`config.mk`:
```
export PLATFORM = sky130hd
export DESIGN_NAME = fb_oled_reader_flat
export DESIGN_NICKNAME = d
export VERILOG_FILES = /design/src/rtl/fb_oled_reader_pkg.sv /design/src/rtl/fb_oled_reader_if.sv /design/src/rtl/fb_oled_reader_fb_addr_gen.sv /design/src/rtl/fb_oled_reader.sv /design/src/flat_wrapper.sv
export SDC_FILE = /design/constraint.sdc
export NUM_CORES = 1
export LEC_CHECK = 0
export BUFFER_PORTS_ARGS = -buffer_cell sky130_fd_sc_hd__buf_2
export CAP_MARGIN = 20
export CELL_PAD_IN_SITES_DETAIL_PLACEMENT = 1
export CELL_PAD_IN_SITES_GLOBAL_PLACEMENT = 1
export CORE_UTILIZATION = 45
export CTS_CLUSTER_DIAMETER = 30
export CTS_CLUSTER_SIZE = 20
export DETAILED_ROUTE_END_ITERATION = 16
export PLACE_DENSITY_LB_ADDON = 0.25
export RECOVER_POWER = 25
export SYNTH_ARGS = -nofsm -noshare
export SYNTH_HDL_FRONTEND = slang
export SYNTH_HIERARCHICAL = 1
export SYNTH_SLANG_ARGS = --single-unit
```
`constraint.sdc`:
```
create_clock -name clk -period 15.5 [get_ports clk]
set_input_delay 3.875 -clock clk [delete_from_list [all_inputs] [get_ports clk]]
set_output_delay 3.875 -clock clk [all_outputs]
set_load 0.01 [all_outputs]
```
`src/rtl/fb_oled_reader_pkg.sv`:
```
// -----------------------------------------------------------------------------
// fb_oled_reader_pkg
// Shared definitions for the frame-buffer-to-OLED pixel reader:
//   - frame buffer word layout (4-4-4 RGB, red in the MSBs)
//   - RGB332 / RGB565 field widths
//   - reader FSM state encoding
//   - pack_pixel(): 4-4-4 buffer word to RGB332 (8 bit) or RGB565 (16 bit)
//   - bar_pixel():  4-4-4 word of one full-scale colour bar
// -----------------------------------------------------------------------------
package fb_oled_reader_pkg;

   // Frame buffer word layout
   localparam int C_NB_BUF_RED_DEF   = 4;
   localparam int C_NB_BUF_GREEN_DEF = 4;
   localparam int C_NB_BUF_BLUE_DEF  = 4;
   localparam int C_NB_BUF           = C_NB_BUF_RED_DEF + C_NB_BUF_GREEN_DEF + C_NB_BUF_BLUE_DEF;

   // Output colour formats
   localparam int C_RGB332_R = 3;
   localparam int C_RGB332_G = 3;
   localparam int C_RGB332_B = 2;
   localparam int C_RGB565_R = 5;
   localparam int C_RGB565_G = 6;
   localparam int C_RGB565_B = 5;

   typedef logic [C_NB_BUF-1:0] buf_word_t;

   typedef enum logic [1:0] {
      ST_PRIME = 2'd0,
      ST_FETCH = 2'd1,
      ST_LATCH = 2'd2,
      ST_READY = 2'd3
   } state_t;

   // Wider formats are filled by replicating channel MSBs so full scale
   // stays full scale.
   function automatic logic [15:0] pack_pixel(input buf_word_t w, input int color_bits);
      logic [3:0] r;
      logic [3:0] g;
      logic [3:0] b;
      r = w[11:8];
      g = w[7:4];
      b = w[3:0];
      if (color_bits == 16) begin
         pack_pixel = {r, r[3], g, g[3:2], b, b[3]};
      end else begin
         pack_pixel = {8'h00, r[3:1], g[3:1], b[3:2]};
      end
   endfunction

   // Bar index bits map directly to R/G/B enables: 0 black .. 7 white.
   function automatic buf_word_t bar_pixel(input logic [2:0] idx);
      bar_pixel = {{4{idx[2]}}, {4{idx[1]}}, {4{idx[0]}}};
   endfunction

endpackage

```
`src/rtl/fb_oled_reader_if.sv`:
```
// -----------------------------------------------------------------------------
// fb_oled_reader_if
// Bundles the OLED-driver handshake and frame buffer read port of the reader.
//   next_pixel  : driver request to advance one pixel
//   off_col/row : source window offsets (taken at frame start)
//   fb_addr     : frame buffer read address (reader output)
//   fb_pxl      : frame buffer read data, 1-cycle BRAM latency
//   color,x,y   : current packed pixel and its output coordinates
//   frame_start : one-cycle pulse on wrap to (0,0)
//   overrun     : sticky early-request flag
//   test_mode   : only with FB_OLED_READER_TEST_PATTERN_EN, selects colour bars
// Modports: master = driver/buffer side, slave = reader.
// -----------------------------------------------------------------------------
interface fb_oled_reader_if #(
   parameter int C_NB_IMG_PXLS = 15,
   parameter int C_BUF_W       = fb_oled_reader_pkg::C_NB_BUF,
   parameter int C_COLOR_BITS  = 8
);
   logic                     next_pixel;
   logic [7:0]               off_col;
   logic [7:0]               off_row;
   logic [C_NB_IMG_PXLS-1:0] fb_addr;
   logic [C_BUF_W-1:0]       fb_pxl;
   logic [C_COLOR_BITS-1:0]  color;
   logic [6:0]               x;
   logic [6:0]               y;
   logic                     frame_start;
   logic                     overrun;
`ifdef FB_OLED_READER_TEST_PATTERN_EN
   logic                     test_mode;
`endif

   modport master (
`ifdef FB_OLED_READER_TEST_PATTERN_EN
      output test_mode,
`endif
      output next_pixel, off_col, off_row, fb_pxl,
      input  fb_addr, color, x, y, frame_start, overrun
   );

   modport slave (
`ifdef FB_OLED_READER_TEST_PATTERN_EN
      input  test_mode,
`endif
      input  next_pixel, off_col, off_row, fb_pxl,
      output fb_addr, color, x, y, frame_start, overrun
   );
endinterface

```
`src/rtl/fb_oled_reader_fb_addr_gen.sv`:
```
// -----------------------------------------------------------------------------
// fb_oled_reader_fb_addr_gen
// Multiplier-free frame buffer address generator. Tracks the source position
// of the current output pixel with accumulators and registers fb_addr for it.
// Ports:
//   clk, rst               : clock, synchronous active-high reset
//   load_i                 : frame start; latch offsets, restart at (0,0)
//   step_col_i             : advance one output column
//   step_row_i             : advance to column 0 of the next output row
//   off_col_i, off_row_i   : source offsets, used on load_i only
//   fb_addr_o              : registered read address (held when out of image)
//   in_img_o               : registered in-image flag for the current pixel
// -----------------------------------------------------------------------------
module fb_oled_reader_fb_addr_gen #(
   parameter int C_IMG_COLS    = 160,
   parameter int C_IMG_ROWS    = 120,
   parameter int C_NB_IMG_PXLS = 15,
   parameter int C_SCALE_LOG2  = 0
) (
   input  logic                     clk,
   input  logic                     rst,
   input  logic                     load_i,
   input  logic                     step_col_i,
   input  logic                     step_row_i,
   input  logic [7:0]               off_col_i,
   input  logic [7:0]               off_row_i,
   output logic [C_NB_IMG_PXLS-1:0] fb_addr_o,
   output logic                     in_img_o
);

   // Accumulators get headroom so out-of-image positions never wrap back
   // into the image.
   localparam int AW = C_NB_IMG_PXLS + 4;
   localparam int CW = 11;
   localparam logic [AW-1:0] COL_STEP = AW'(1 << C_SCALE_LOG2);
   localparam logic [AW-1:0] ROW_STEP = AW'(C_IMG_COLS << C_SCALE_LOG2);
   localparam logic [CW-1:0] SRC_STEP = CW'(1 << C_SCALE_LOG2);

   logic [7:0]               off_col_q, off_col_d;
   logic [AW-1:0]            row_base_q, row_base_d;
   logic [AW-1:0]            col_addr_q, col_addr_d;
   logic [CW-1:0]            src_col_q, src_col_d;
   logic [CW-1:0]            src_row_q, src_row_d;
   logic [C_NB_IMG_PXLS-1:0] fb_addr_q, fb_addr_d;
   logic                     in_img_q, in_img_d;

   // off_row * C_IMG_COLS as shift-and-add over the constant's set bits.
   function automatic logic [AW-1:0] mul_img_cols(input logic [7:0] r);
      logic [AW-1:0] acc;
      acc = '0;
      for (int i = 0; i < AW; i++) begin
         if (((C_IMG_COLS >> i) & 1) != 0) begin
            acc = acc + (AW'(r) << i);
         end
      end
      return acc;
   endfunction

   always_comb begin
      off_col_d  = off_col_q;
      row_base_d = row_base_q;
      col_addr_d = col_addr_q;
      src_col_d  = src_col_q;
      src_row_d  = src_row_q;
      if (load_i) begin
         off_col_d  = off_col_i;
         row_base_d = mul_img_cols(off_row_i);
         col_addr_d = AW'(off_col_i);
         src_col_d  = CW'(off_col_i);
         src_row_d  = CW'(off_row_i);
      end else if (step_row_i) begin
         row_base_d = row_base_q + ROW_STEP;
         col_addr_d = AW'(off_col_q);
         src_col_d  = CW'(off_col_q);
         src_row_d  = src_row_q + SRC_STEP;
      end else if (step_col_i) begin
         col_addr_d = col_addr_q + COL_STEP;
         src_col_d  = src_col_q + SRC_STEP;
      end
      // Address is looked ahead from the next position so the BRAM read
      // is issued during FETCH.
      in_img_d  = (src_col_d < CW'(C_IMG_COLS)) && (src_row_d < CW'(C_IMG_ROWS));
      fb_addr_d = in_img_d ? C_NB_IMG_PXLS'(row_base_d + col_addr_d) : fb_addr_q;
   end

   always_ff @(posedge clk) begin
      if (rst) begin
         off_col_q  <= '0;
         row_base_q <= '0;
         col_addr_q <= '0;
         src_col_q  <= '0;
         src_row_q  <= '0;
         fb_addr_q  <= '0;
         in_img_q   <= 1'b0;
      end else begin
         off_col_q  <= off_col_d;
         row_base_q <= row_base_d;
         col_addr_q <= col_addr_d;
         src_col_q  <= src_col_d;
         src_row_q  <= src_row_d;
         fb_addr_q  <= fb_addr_d;
         in_img_q   <= in_img_d;
      end
   end

   assign fb_addr_o = fb_addr_q;
   assign in_img_o  = in_img_q;

endmodule

```
`src/rtl/fb_oled_reader.sv`:
```
// -----------------------------------------------------------------------------
// fb_oled_reader
// Reads the 4-4-4 camera frame buffer and serves packed pixels (RGB332 or
// RGB565) to the SSD1351 driver, cropping/offsetting/decimating the image
// into a C_OUT_COLS x C_OUT_ROWS window.
// Ports:
//   clk  : system clock
//   rst  : synchronous active-high reset
//   bus  : fb_oled_reader_if.slave (next_pixel, offsets, fb_addr/fb_pxl,
//          color, x, y, frame_start, overrun[, test_mode])
// Optional feature macro: FB_OLED_READER_TEST_PATTERN_EN adds test_mode,
// which replaces the pixel with 8 vertical colour bars chosen by x[6:4].
// Pixel pipeline: READY --next_pixel--> FETCH (address presented) -->
// LATCH (BRAM data valid, colour registered) --> READY.
// -----------------------------------------------------------------------------
module fb_oled_reader
   import fb_oled_reader_pkg::*;
#(
   parameter int C_IMG_COLS     = 160,
   parameter int C_IMG_ROWS     = 120,
   parameter int C_NB_IMG_PXLS  = 15,
   parameter int C_NB_BUF_RED   = C_NB_BUF_RED_DEF,
   parameter int C_NB_BUF_GREEN = C_NB_BUF_GREEN_DEF,
   parameter int C_NB_BUF_BLUE  = C_NB_BUF_BLUE_DEF,
   parameter int C_OUT_COLS     = 128,
   parameter int C_OUT_ROWS     = 128,
   parameter int C_COLOR_BITS   = 8,
   parameter int C_SCALE_LOG2   = 0
) (
   input  logic            clk,
   input  logic            rst,
   fb_oled_reader_if.slave bus
);

   generate
      if (!(C_COLOR_BITS == 8 || C_COLOR_BITS == 16)) begin : g_bad_color_bits
         $error("fb_oled_reader: C_COLOR_BITS must be 8 or 16");
      end
      if (C_SCALE_LOG2 < 0 || C_SCALE_LOG2 > 2) begin : g_bad_scale
         $error("fb_oled_reader: C_SCALE_LOG2 must be 0..2");
      end
      if (C_NB_BUF_RED != 4 || C_NB_BUF_GREEN != 4 || C_NB_BUF_BLUE != 4) begin : g_bad_buf
         $error("fb_oled_reader: only 4-4-4 buffer words are supported");
      end
   endgenerate

   state_t                   state_q;
   logic [6:0]               x_q;
   logic [6:0]               y_q;
   logic [C_COLOR_BITS-1:0]  color_q;
   logic                     frame_start_q;
   logic                     overrun_q;

   logic                     adv;
   logic                     x_last;
   logic                     y_last;
   logic                     load;
   logic                     step_col;
   logic                     step_row;
   logic                     in_img;
   logic [C_NB_IMG_PXLS-1:0] fb_addr;
   buf_word_t                pix_src;

   assign adv      = (state_q == ST_READY) && bus.next_pixel;
   assign x_last   = (x_q == 7'(C_OUT_COLS - 1));
   assign y_last   = (y_q == 7'(C_OUT_ROWS - 1));
   assign load     = (state_q == ST_PRIME) || (adv && x_last && y_last);
   assign step_row = adv && x_last && !y_last;
   assign step_col = adv && !x_last;

   fb_oled_reader_fb_addr_gen #(
      .C_IMG_COLS    (C_IMG_COLS),
      .C_IMG_ROWS    (C_IMG_ROWS),
      .C_NB_IMG_PXLS (C_NB_IMG_PXLS),
      .C_SCALE_LOG2  (C_SCALE_LOG2)
   ) u_addr_gen (
      .clk        (clk),
      .rst        (rst),
      .load_i     (load),
      .step_col_i (step_col),
      .step_row_i (step_row),
      .off_col_i  (bus.off_col),
      .off_row_i  (bus.off_row),
      .fb_addr_o  (fb_addr),
      .in_img_o   (in_img)
   );

   // Source word for the colour register; black when outside the image.
   always_comb begin
      pix_src = in_img ? bus.fb_pxl : '0;
`ifdef FB_OLED_READER_TEST_PATTERN_EN
      if (bus.test_mode) begin
         pix_src = bar_pixel(x_q[6:4]);
      end
`endif
   end

   always_ff @(posedge clk) begin
      if (rst) begin
         state_q       <= ST_PRIME;
         x_q           <= '0;
         y_q           <= '0;
         color_q       <= '0;
         frame_start_q <= 1'b0;
         overrun_q     <= 1'b0;
      end else begin
         frame_start_q <= 1'b0;
         if (bus.next_pixel && (state_q != ST_READY)) begin
            overrun_q <= 1'b1;
         end
         case (state_q)
            ST_PRIME: state_q <= ST_FETCH;
            ST_FETCH: state_q <= ST_LATCH;
            ST_LATCH: begin
               color_q <= C_COLOR_BITS'(pack_pixel(pix_src, C_COLOR_BITS));
               state_q <= ST_READY;
            end
            ST_READY: begin
               if (bus.next_pixel) begin
                  state_q <= ST_FETCH;
                  if (x_last) begin
                     x_q <= '0;
                     if (y_last) begin
                        y_q           <= '0;
                        frame_start_q <= 1'b1;
                     end else begin
                        y_q <= y_q + 7'd1;
                     end
                  end else begin
                     x_q <= x_q + 7'd1;
                  end
               end
            end
            default: state_q <= ST_PRIME;
         endcase
      end
   end

   assign bus.fb_addr     = fb_addr;
   assign bus.color       = color_q;
   assign bus.x           = x_q;
   assign bus.y           = y_q;
   assign bus.frame_start = frame_start_q;
   assign bus.overrun     = overrun_q;

endmodule
```
`src/flat_wrapper.sv`:
```
// flat-port wrapper written by rule: the top's interface ports become plain ports
module fb_oled_reader_flat import fb_oled_reader_pkg::*;
#(
   parameter int C_IMG_COLS     = 160,
   parameter int C_IMG_ROWS     = 120,
   parameter int C_NB_IMG_PXLS  = 15,
   parameter int C_NB_BUF_RED   = C_NB_BUF_RED_DEF,
   parameter int C_NB_BUF_GREEN = C_NB_BUF_GREEN_DEF,
   parameter int C_NB_BUF_BLUE  = C_NB_BUF_BLUE_DEF,
   parameter int C_OUT_COLS     = 128,
   parameter int C_OUT_ROWS     = 128,
   parameter int C_COLOR_BITS   = 8,
   parameter int C_SCALE_LOG2   = 0
)
  (clk, rst, bus_next_pixel, bus_off_col, bus_off_row, bus_fb_pxl, bus_fb_addr, bus_color, bus_x, bus_y, bus_frame_start, bus_overrun);
  fb_oled_reader_if #(.C_NB_IMG_PXLS(C_NB_IMG_PXLS), .C_COLOR_BITS(C_COLOR_BITS)) bus_i ();
  input  logic clk;
  input  logic rst;
  input wire logic [$bits(bus_i.next_pixel)-1:0] bus_next_pixel;
  input wire logic [$bits(bus_i.off_col)-1:0] bus_off_col;
  input wire logic [$bits(bus_i.off_row)-1:0] bus_off_row;
  input wire logic [$bits(bus_i.fb_pxl)-1:0] bus_fb_pxl;
  output wire logic [$bits(bus_i.fb_addr)-1:0] bus_fb_addr;
  output wire logic [$bits(bus_i.color)-1:0] bus_color;
  output wire logic [$bits(bus_i.x)-1:0] bus_x;
  output wire logic [$bits(bus_i.y)-1:0] bus_y;
  output wire logic [$bits(bus_i.frame_start)-1:0] bus_frame_start;
  output wire logic [$bits(bus_i.overrun)-1:0] bus_overrun;
  assign bus_i.next_pixel = bus_next_pixel;
  assign bus_i.off_col = bus_off_col;
  assign bus_i.off_row = bus_off_row;
  assign bus_i.fb_pxl = bus_fb_pxl;
  assign bus_fb_addr = bus_i.fb_addr;
  assign bus_color = bus_i.color;
  assign bus_x = bus_i.x;
  assign bus_y = bus_i.y;
  assign bus_frame_start = bus_i.frame_start;
  assign bus_overrun = bus_i.overrun;
  fb_oled_reader #(.C_IMG_COLS(C_IMG_COLS), .C_IMG_ROWS(C_IMG_ROWS), .C_NB_IMG_PXLS(C_NB_IMG_PXLS), .C_NB_BUF_RED(C_NB_BUF_RED), .C_NB_BUF_GREEN(C_NB_BUF_GREEN), .C_NB_BUF_BLUE(C_NB_BUF_BLUE), .C_OUT_COLS(C_OUT_COLS), .C_OUT_ROWS(C_OUT_ROWS), .C_COLOR_BITS(C_COLOR_BITS), .C_SCALE_LOG2(C_SCALE_LOG2)) u_core (.clk(clk), .rst(rst), .bus(bus_i));
endmodule
```
# Yosys cells after proc, flatten, opt, wreduce, memory -nomap -nowiden
# Cells that the tools add are included.
# totals
out_inout_bits	39
elab_cells	64
register_bits	110
# classes
eq_ne	7
n_reduce_logical	14
n_mux	17
n_bitwise	3
n_addsub	8
magnitude_cmp	2
# ops
operator	n
$mux 19	6
$mux 11	5
$add 11x1->11 const B	2
$add 19x1->19 const B	1
$add 19x15->19	1
$add 19x8->19 const B	1
$add 15x15->15	1
$add 7x1->7 const B	2
$eq 7x7->1 const B	2
$mux 7	2
$mux 12	1
$lt 11x7->1 const B	1
$lt 11x8->1 const B	1
$pmux 2 s4	1
$logic_and 1x1->1	7
$eq 2x2->1 const B	2
$ne 2x2->1 const B	2
$reduce_or 4->1	1
$not 1->1	3
$reduce_and 3->1	1
$eq 2x1->1 const B	1
$logic_not 1->1	2
$logic_not 2->1	1
$mux 2	1
3 further kinds	3

# Logic depth before layout (Yosys ltp)
# Gate-level depths: netlist (run 1).
# logic_depth
depth_word	9
mapped_depth	19
ltp_nobuf	16

# Cells and area by module
# Netlist (run 1), hierarchy kept.
# by_module_without_submodules
mod	cells_per_inst	seq_area_each_um2	instances	area_per_inst_um2
fb_oled_reader_fb_addr_gen	532	1521.5	1	4441.8
fb_oled_reader	147	520.5	1	1248.7

# Worst setup path before layout (run 1)
# Ideal clock, no wire load.
# synth_timing
path_type	input to register
start	in bus_next_pixel
end	reg u_core.u_addr_gen.fb_addr_q[14] (netlist: u_core/u_addr_gen/fb_addr_o[14])
stages	18
setup_time_ps	91
path_slack_ps	7758
n_path_buf	6
arrival_time_ps	7651
cell_sequence	and4_2 -> clkbuf_1 -> a31o_2 -> clkbuf_1 -> buf_2 -> clkbuf_1 -> clkbuf_1 -> buf_1 -> nor2_1 -> nor2_1 -> ha_1 -> or2_2 -> a21oi_1 -> a211oi_1 -> nor3_1 -> o31ai_1 -> a21o_1 -> a311oi_1
# synth_rtl
item	line	rtl
start: declaration	flat_wrapper.sv:19	input wire logic [$bits(bus_i.next_pixel)-1:0] bus_next_pixel;
$logic_and 1x1->1	fb_oled_reader.sv:64	assign adv = (state_q == ST_READY) && bus.next_pixel;
$logic_and 1x1->1 (2 in a row)	fb_oled_reader.sv:67	assign load = (state_q == ST_PRIME) || (adv && x_last && y_last);
$logic_or 1x1->1	fb_oled_reader.sv:67	
net u_core.load	fb_oled_reader.sv:57	logic load;
$mux 19	fb_oled_reader_fb_addr_gen.sv:65	if (load_i) begin
net u_core.u_addr_gen.row_base_d[5]	fb_oled_reader_fb_addr_gen.sv:40	logic [AW-1:0] row_base_q, row_base_d;
$add 15x15->15	fb_oled_reader_fb_addr_gen.sv:83	fb_addr_d = in_img_d ? C_NB_IMG_PXLS'(row_base_d + col_addr_d) : fb_addr_q;
end signal: assignment	fb_oled_reader_fb_addr_gen.sv:101	fb_addr_q <= fb_addr_d;
end: declaration	fb_oled_reader_fb_addr_gen.sv:44	logic [C_NB_IMG_PXLS-1:0] fb_addr_q, fb_addr_d;
# The timed path passes the listed nets, and every way through them passes these cells.
# A chain may end at the register's enable or synchronous reset.

# Worst setup path after layout (run 1)
# layout_timing
start	in bus_next_pixel
end	reg u_core.u_addr_gen.fb_addr_q[14] (netlist: u_core/u_addr_gen/fb_addr_o[14])
# layout_rtl
item	line	rtl
$logic_and 1x1->1	fb_oled_reader.sv:64	
$logic_and 1x1->1 (2 in a row)	fb_oled_reader.sv:67	
$logic_or 1x1->1	fb_oled_reader.sv:67	
net u_core.load	fb_oled_reader.sv:57	
$mux 19	fb_oled_reader_fb_addr_gen.sv:65	
net u_core.u_addr_gen.col_addr_d[0]	fb_oled_reader_fb_addr_gen.sv:41	logic [AW-1:0] col_addr_q, col_addr_d;
$add 15x15->15	fb_oled_reader_fb_addr_gen.sv:83	
# The timed path passes the listed nets, and every way through them passes these cells.

==> impl_metrics.env, run 1 <==
export IMPL_outcome="complete, but fails checks"
export IMPL_violations="max-capacitance violations, max-slew violations"
export IMPL_p_per_area_nw_per_um2=118.4
export IMPL_worst_pin_slew_ns=2.804
export IMPL_dpl_instance_area_um2=6147
export IMPL_maxSlewViolCount=109
export IMPL_syn_avg_cell_area_um2=8.381
export IMPL_grt_max_degree=61
export IMPL_core_area_um2=12160
export IMPL_worst_path_max_fanout=53
export IMPL_synthArstFlopShare=0
export IMPL_crit_path_end_kind="register"
export IMPL_synthCells=679
export IMPL_nFillCells=1532
export IMPL_dp_hpwl_mm=10.56
export IMPL_period_needed_ns=8.258
export IMPL_design_area_um2=6374
export IMPL_drive_gt1_frac=0.08731
export IMPL_crit_arrival_ns=8.50
export IMPL_clkTransAtPathRegs_ns=0.06
export IMPL_rsz0062_at_grt="false"
export IMPL_num_rows=40
export IMPL_wirelength_mm=14.54
export IMPL_num_vias=5067
export IMPL_cts_buffers=9
export IMPL_cp_top_family="compound AO/OA/AOI/OAI gates"
export IMPL_synth_edf_count=0
export IMPL_slew_headroom=-0.8694
export IMPL_post_synth_top_area_cell="dfxtp_1"
export IMPL_first_pass_iters=4
export IMPL_min_from="u_core/u_addr_gen/fb_addr_o[12]"
export IMPL_crit_type="input pin to register"
export IMPL_r2r_end="u_core/u_addr_gen/fb_addr_o[14]"
export IMPL_drt_first_iter_violations=219
export IMPL_synthFlopType="dfxtp_1"
export IMPL_nNetsFinal=793
export IMPL_r2r_setup_slack_ns=10.10
export IMPL_first_global_vias=5251
export IMPL_synthTopCellsByCount="102 x dfxtp_1, 82 x nor2_1, 42 x a21oi_1"
export IMPL_synth_most_common_cell="dfxtp_1"
export IMPL_synth_top_area_frac=0.3588
export IMPL_port_buffers=65
export IMPL_ir_drop_mv=0.07808
export IMPL_path_cells="buf_2 > and4_2 > a31o_2 > buf_4 > or2_1 > o21ai_0 > ha_1 > fa_1 > a211o_1 > o211ai_1 > a211oi_1 > nor3_1 > o31ai_1 > a21o_1 > a311oi_1"
export IMPL_crit_cells=15
export IMPL_skew_ns=0.004351
export IMPL_instances_no_fill=901
export IMPL_drc_errors=0
export IMPL_syn_num_nets=742
export IMPL_synth_cell_types=63
export IMPL_grt_antenna_before_repair=0
export IMPL_dieWidth_um=114.5
export IMPL_whs_path_depth=2
export IMPL_die_h_um=114.5
export IMPL_ys_warn_count=6
export IMPL_cts_tree="yes"
export IMPL_seq_area_frac_synth=0.3588
export IMPL_grt_overflow_total=0
export IMPL_critPathBufInv=2
export IMPL_slowest_stage="or2_1"
export IMPL_cts_path_max_buffers=2
export IMPL_cts_root_buf="clkbuf_16"
export IMPL_min_to="u_core/u_addr_gen/fb_addr_o[12]"
export IMPL_ctsHoldBuffers=0
export IMPL_die_area_um2=13100
export IMPL_grt_use_total=0.2352
export IMPL_post_route_period_util=0.5327
export IMPL_cts_resized=0
export IMPL_cp_data_required_time_ns=15.74
export IMPL_post_place_cells=887
export IMPL_r2r_cells=16
export IMPL_synth_seq_cells=102
export IMPL_cts_sinks=102
export IMPL_io_pins=70
export IMPL_hold_viol_final=0
export IMPL_start_util=0.4679
export IMPL_synthTopCellsByArea="dfxtp_1 36%, ha_1 6.6%, nor2_1 5.4%, mux2i_1 4.4%, nor2b_1 4.4%"
export IMPL_cts_max_level=3
export IMPL_gp_congestion=0.7898
export IMPL_hp_class="register to register"
export IMPL_wl_per_cell_um=16.14
export IMPL_syn2layout_area_growth_pct=12.01
export IMPL_crit_path_max_incr_delay_ns=0.80
export IMPL_cap_viol_max_count=2
export IMPL_fmax_ghz=0.1211
export IMPL_n_antenna_cell=0
export IMPL_avgViaCountPerCell=5.624
export IMPL_startpoint_type="input pin"
export IMPL_regToRegStartpoint="u_core/bus.y[0]"
export IMPL_setup_tns_ns=0
export IMPL_final_antenna_net_count=0
export IMPL_grt_pass1_wl_mm=24.56
export IMPL_setup_viol=0
export IMPL_p_leak_nw=2.475
export IMPL_clk_latency_ns=0.35
export IMPL_synth_area_um2=5690
export IMPL_post_cts_buffers=0
==> cell usage in the layout (no fill, tap or decap), types with 18 or more instances in the layout <==
| cell | Yosys | final |
|---|---|---|
| dfxtp_1 | 102 | 102 |
| nor2_1 | 82 | 82 |
| a21oi_1 | 42 | 42 |
| nand2_1 | 41 | 41 |
| nor2b_1 | 40 | 40 |
| clkbuf_1 | 17 | 36 |
| buf_2 | 5 | 31 |
| o21ai_0 | 31 | 31 |
| nand3_1 | 30 | 30 |
| ha_1 | 30 | 30 |
| mux2i_1 | 25 | 25 |
| xnor2_1 | 25 | 25 |
| nor3_1 | 24 | 24 |
| inv_1 | 18 | 18 |
==> through the flow <==
stage / setup WS, ns / power, mW / util / hold WS, ns
after floorplan: 7.758 / 0.4847 / - / 0.4453
after global placement: 7.071 / 0.5349 / 0.5055 / 0.4441
after detailed placement: 6.908 / 0.5476 / 0.5055 / 0.4623
after CTS: 7.265 / 0.7672 / 0.5281 / 0.4782
after global routing: 6.846 / 0.8029 / 0.5241 / 0.5144
final: 7.242 / 0.7546 / 0.5241 / 0.4793
==> sequential cells by signal, summed over array words and instances, names as in the netlist <==
name,cells
u_core/u_addr_gen/src_row_q,11
u_core/bus.frame_start,1
u_core/bus.color,8
u_core/u_addr_gen/in_img_o,1
u_core/u_addr_gen/off_col_q,8
u_core/u_addr_gen/fb_addr_o,15
u_core/u_addr_gen/col_addr_q,15
u_core/state_q,2
u_core/u_addr_gen/row_base_q,15
u_core/bus.overrun,1
u_core/u_addr_gen/src_col_q,11
u_core/bus.y,7
u_core/bus.x,7
==> worst min-delay path: stages (launching register included) <==
cell and delay [ns]:
dfxtp_1 0.31, nand2b_1 0.06, a21oi_1 0.05
==> power breakdown <==
group,switching (mW),internal [mW]
logic,0.132,0.0901
clock network,0.0948,0.120
registers,0.0240,0.293
==> routing by layer <==
metal / up-vias / GRT usage / part of all wire
met2: 77 / 0.4198 / 0.50
met1: 2453 / 0.2815 / 0.46
met3: 18 / 0.04659 / 0.025
met4: 0 / 0.07879 / 0.014
met5: - / 0 / 0
li1: 2519 / - / -
==> worst max path at each step <==
stage                         from                         endpoint  slack [ns]
floorplan           bus_next_pixel  u_core/u_addr_gen/fb_addr_o[14]        7.76
global placement    bus_next_pixel  u_core/u_addr_gen/fb_addr_o[14]        7.07
detailed placement  bus_next_pixel  u_core/u_addr_gen/fb_addr_o[14]        6.91
CTS                 bus_next_pixel  u_core/u_addr_gen/fb_addr_o[14]        7.26
global route        bus_next_pixel  u_core/u_addr_gen/fb_addr_o[14]        6.85
finish              bus_next_pixel  u_core/u_addr_gen/fb_addr_o[14]        7.24
==> cell families after synthesis <==
family,count (synthesis),synth area share
buffers and inverters,49,0.03496
multiplexers,27,0.04793
AO/OA/AOI/OAI,148,0.1673
AND/OR/NAND/NOR,279,0.2533
flip-flops,102,0.3588
XOR/XNOR,42,0.06464
adder cells (fa/ha/maj),32,0.07300
==> layout make-up <==
cell class / instances / area [um^2] / area share
clock buffers: 13 / 270.3 / 0.04240
clock inverters: 1 / 5.005 / 0.0007852
inverters: 19 / 71.32 / 0.01119
multi-input cells: 528 / 3458 / 0.5426
flip-flops and latches: 102 / 2042 / 0.3204
well taps: 168 / 210.2 / 0.03298
repair buffers: 70 / 316.6 / 0.04967
Power figures use the tool's default switching activity.
==> run 2, diff against run 1 <==
--- a/config.mk
+++ b/config.mk
@@ -5,11 +5,12 @@
 export SDC_FILE = /design/constraint.sdc
 export NUM_CORES = 1
 export LEC_CHECK = 0
+export ABC_AREA = 1
 export BUFFER_PORTS_ARGS = -buffer_cell sky130_fd_sc_hd__buf_2
 export CAP_MARGIN = 20
 export CELL_PAD_IN_SITES_DETAIL_PLACEMENT = 1
 export CELL_PAD_IN_SITES_GLOBAL_PLACEMENT = 1
-export CORE_UTILIZATION = 45
+export CORE_UTILIZATION = 38
 export CTS_CLUSTER_DIAMETER = 30
 export CTS_CLUSTER_SIZE = 20
 export DETAILED_ROUTE_END_ITERATION = 16
==> constraint.sdc (replaced) <==
create_clock -name clk -period 7.3 [get_ports clk]
set_input_delay 1.825 -clock clk [delete_from_list [all_inputs] [get_ports clk]]
set_output_delay 1.825 -clock clk [all_outputs]
set_load 0.01 [all_outputs]
==> run 2 against run 1 <==
  * The flow now finishes without violations
  * First-iteration DRC count fell by 14%
  * Global-route usage shrank 2.8 points
  * Sequential power up 110%
  * Worst hold slack worse by 0.039 ns
  * Power grew 130%
  * Design area up 6.2%
  * Worst setup slack worse by 5.1 ns
  * Core utilization fell by 8.4 points
  * Non-clock buffer count did not move
  * Combinational power grew 140%
  * Wire length grew 10%
  * Clock skew up 0.00051 ns
  * Largest cell class unchanged
==> impl_metrics.env, run 2 <==
export IMPL_outcome="complete, no violations"
export IMPL_drt_first_iter_violations=189
export IMPL_synth_seq_cells=102
export IMPL_core_area_um2=15370
export IMPL_cp_data_required_time_ns=7.59
export IMPL_finalWorstSetupSlack_ns=2.145
export IMPL_cts_path_max_buffers=2
export IMPL_period_needed_ns=5.155
export IMPL_cts_tree="yes"
export IMPL_cpMostUsedCell="nor2_1"
export IMPL_n_antenna_cell=0
export IMPL_clkTransAtPathRegs_ns=0.07
export IMPL_crit_path_end_kind="register"
export IMPL_grt_use_total=0.2076
export IMPL_p_per_area_nw_per_um2=251.5
export IMPL_io_pins=70
export IMPL_place_ws_ns=1.759
export IMPL_setup_viol=0
export IMPL_num_rows=45
export IMPL_synthTopCellsByArea="dfxtp_1 34%, nand2_1 13%, nand3_1 7.1%, a21oi_1 6.9%, ha_1 6.2%"
export IMPL_cts_max_level=3
export IMPL_cp_top_family="simple AND/OR/NAND/NOR gates"
export IMPL_final_antenna_net_count=0
export IMPL_synthFlopType="dfxtp_1"
export IMPL_ir_drop_mv=0.1336
export IMPL_die_area_um2=16390
export IMPL_syn_avg_cell_area_um2=6.787
export IMPL_synth_top_area_frac=0.3384
export IMPL_nFillCells=2052
export IMPL_hp_class="register to register"
export IMPL_critPathBufInv=4
export IMPL_synth_most_common_cell="nand2_1"
export IMPL_gp_congestion=0.7833
export IMPL_synth_area_um2=6033
export IMPL_cts_root_buf="clkbuf_16"
export IMPL_port_buffers=65
export IMPL_startpoint_type="input pin"
export IMPL_dp_hpwl_mm=11.98
export IMPL_hold_viol_final=0
export IMPL_ys_warn_count=6
export IMPL_synthArstFlopShare=0
export IMPL_seq_area_frac_synth=0.3384
export IMPL_grt_max_degree=73
export IMPL_first_pass_iters=4
export IMPL_holdWs_ns=0.4400
export IMPL_crit_type="input pin to register"
export IMPL_grt_antenna_before_repair=0
export IMPL_avgViaCountPerCell=4.976
export IMPL_r2r_setup_slack_ns=3.12
export IMPL_clk_latency_ns=0.35
export IMPL_final_util=0.4403
export IMPL_rsz0062_at_grt="false"
export IMPL_path_cells="buf_2 > nand2_4 > clkinv_2 > nand3_4 > nor2_1 > nand2_1 > nand2_1 > inv_2 > nor2_1 > a21oi_1 > o21ai_0 > inv_1 > ha_1 > a21oi_1 > nor2_1 > nor2_1 > nand3_1 > a21oi_1 > xnor2_1 > nor2_1 > nor2_1"
export IMPL_start_util=0.3925
export IMPL_post_synth_top_area_cell="dfxtp_1"
export IMPL_crit_arrival_ns=5.44
export IMPL_post_cts_buffers=0
export IMPL_seq_area_um2=2042
export IMPL_grt_pass1_wl_mm=27.05
export IMPL_grt_overflow_total=0
export IMPL_synth_edf_count=0
export IMPL_maxSlewViolCount=0
export IMPL_drive_gt1_frac=0.1067
export IMPL_worst_path_max_fanout=32
export IMPL_cts_buffers=9
export IMPL_final_cell_mix="209 x nand2_1, 102 x dfxtp_1, 101 x nor2_1"
export IMPL_num_vias=5762
export IMPL_multi_input_area_um2=3417
export IMPL_skew_ns=0.004865
export IMPL_wirelength_mm=16.00
export IMPL_setup_tns_ns=0
export IMPL_instances_no_fill=1158
export IMPL_cap_viol_max_count=0
export IMPL_p_leak_nw=3.048
export IMPL_slew_headroom=0.4483
export IMPL_cts_resized=0
export IMPL_worst_pin_slew_ns=0.8276
export IMPL_first_global_vias=5771
export IMPL_fmax_ghz=0.1940
export IMPL_syn2layout_area_growth_pct=12.17
export IMPL_crit_path_max_incr_delay_ns=0.58
export IMPL_wl_per_cell_um=13.82
export IMPL_drc_errors=0
export IMPL_ctsHoldBuffers=0
export IMPL_syn_num_nets=952
export IMPL_layout_commonest_cell="nand2_1"
export IMPL_post_route_period_util=0.7062
export IMPL_nNetsFinal=1005
export IMPL_synth_cell_types=41
export IMPL_cts_sinks=102
export IMPL_post_place_cells=1142
export IMPL_synthCells=889
export IMPL_slowest_stage="inv_2"
export IMPL_die_h_um=128.0
export IMPL_dieWidth_um=128.0
export IMPL_synthTopCellsByCount="209 x nand2_1, 102 x dfxtp_1, 100 x inv_1, 100 x nor2_1, 85 x nand3_1"
-- run 2: cell count changes after synthesis, moves of 8 or more --
cell,previous run,this run
a211oi_1,17,2
xnor2_1,25,11
mux2i_1,25,0
nand2_1,41,209
inv_1,18,100
nor2_4,0,9
nor2b_1,40,0
buf_6,0,8
nor3_1,24,15
nand3_1,30,85
nor2_1,82,100
a21oi_1,42,83
-- run 2: stage by stage --
step / power (mW) / cell area [um^2]
global route: 1.828 / 6768
finish: 1.702 / 6768
CTS: 1.736 / 6798
floorplan: 1.084 / 6033
detailed placement: 1.221 / 6487
global placement: 1.211 / 6487
-- run 2: logic make-up after synthesis --
family,count (synthesis),synth area share
and+or+nand+nor,458,0.3391
buffers and inverters,134,0.09477
adders and majority gates,32,0.06885
AOI/OAI and AO/OA,139,0.1240
DFF,102,0.3384
xor gates and xnor gates,24,0.03484
-- run 2: cell type report --
type                    count  area share
clock inverters             5    0.008504
inverters                 106     0.05898
multi-input cells         653      0.5049
well taps                 211     0.03901
flip-flops and latches    102      0.3017
repair buffers             70     0.04955
clock buffers              11     0.03735
-- run 2: final timing paths --
kind | from | to | cells after the start
worst max register to register | u_core/state_q[0] | u_core/u_addr_gen/fb_addr_o[8] | 19
worst max-delay path | bus_next_pixel | u_core/u_addr_gen/fb_addr_o[12] | 21
worst min register to register | u_core/u_addr_gen/row_base_q[4] | u_core/u_addr_gen/row_base_q[4] | 2
worst min-delay path | u_core/u_addr_gen/row_base_q[4] | u_core/u_addr_gen/row_base_q[4] | 2
-- run 2: where the power goes --
group | switching [mW] | leakage, nW | internal [mW]
clock network | 0.219 | 0.144 | 0.284
logic | 0.344 | 2.07 | 0.179
registers | 0.0476 | 0.835 | 0.628
-- run 2: worst reg2reg max path: cells and delay by family (launching register included) --
family                   cells  cell delay (ns)
adder cells (fa/ha/maj)      3             0.92
buffers and inverters        2             0.52
AND/OR/NAND/NOR             10             1.38
AO/OA/AOI/OAI                3             0.71
flip-flops                   1             0.38
XOR/XNOR                     1             0.16
-- run 2: routing by layer --
| metal | up-vias | part of all wire | GRT usage | wire (um) |
|---|---|---|---|---|
| li1 | 2989 | - | - | - |
| met1 | 2696 | 0.48 | 0.2600 | 7695 |
| met2 | 65 | 0.48 | 0.3660 | 7726 |
| met3 | 12 | 0.026 | 0.03756 | 415 |
| met4 | 0 | 0.010 | 0.05329 | 162 |
| met5 | - | 0 | 0 | 0 |
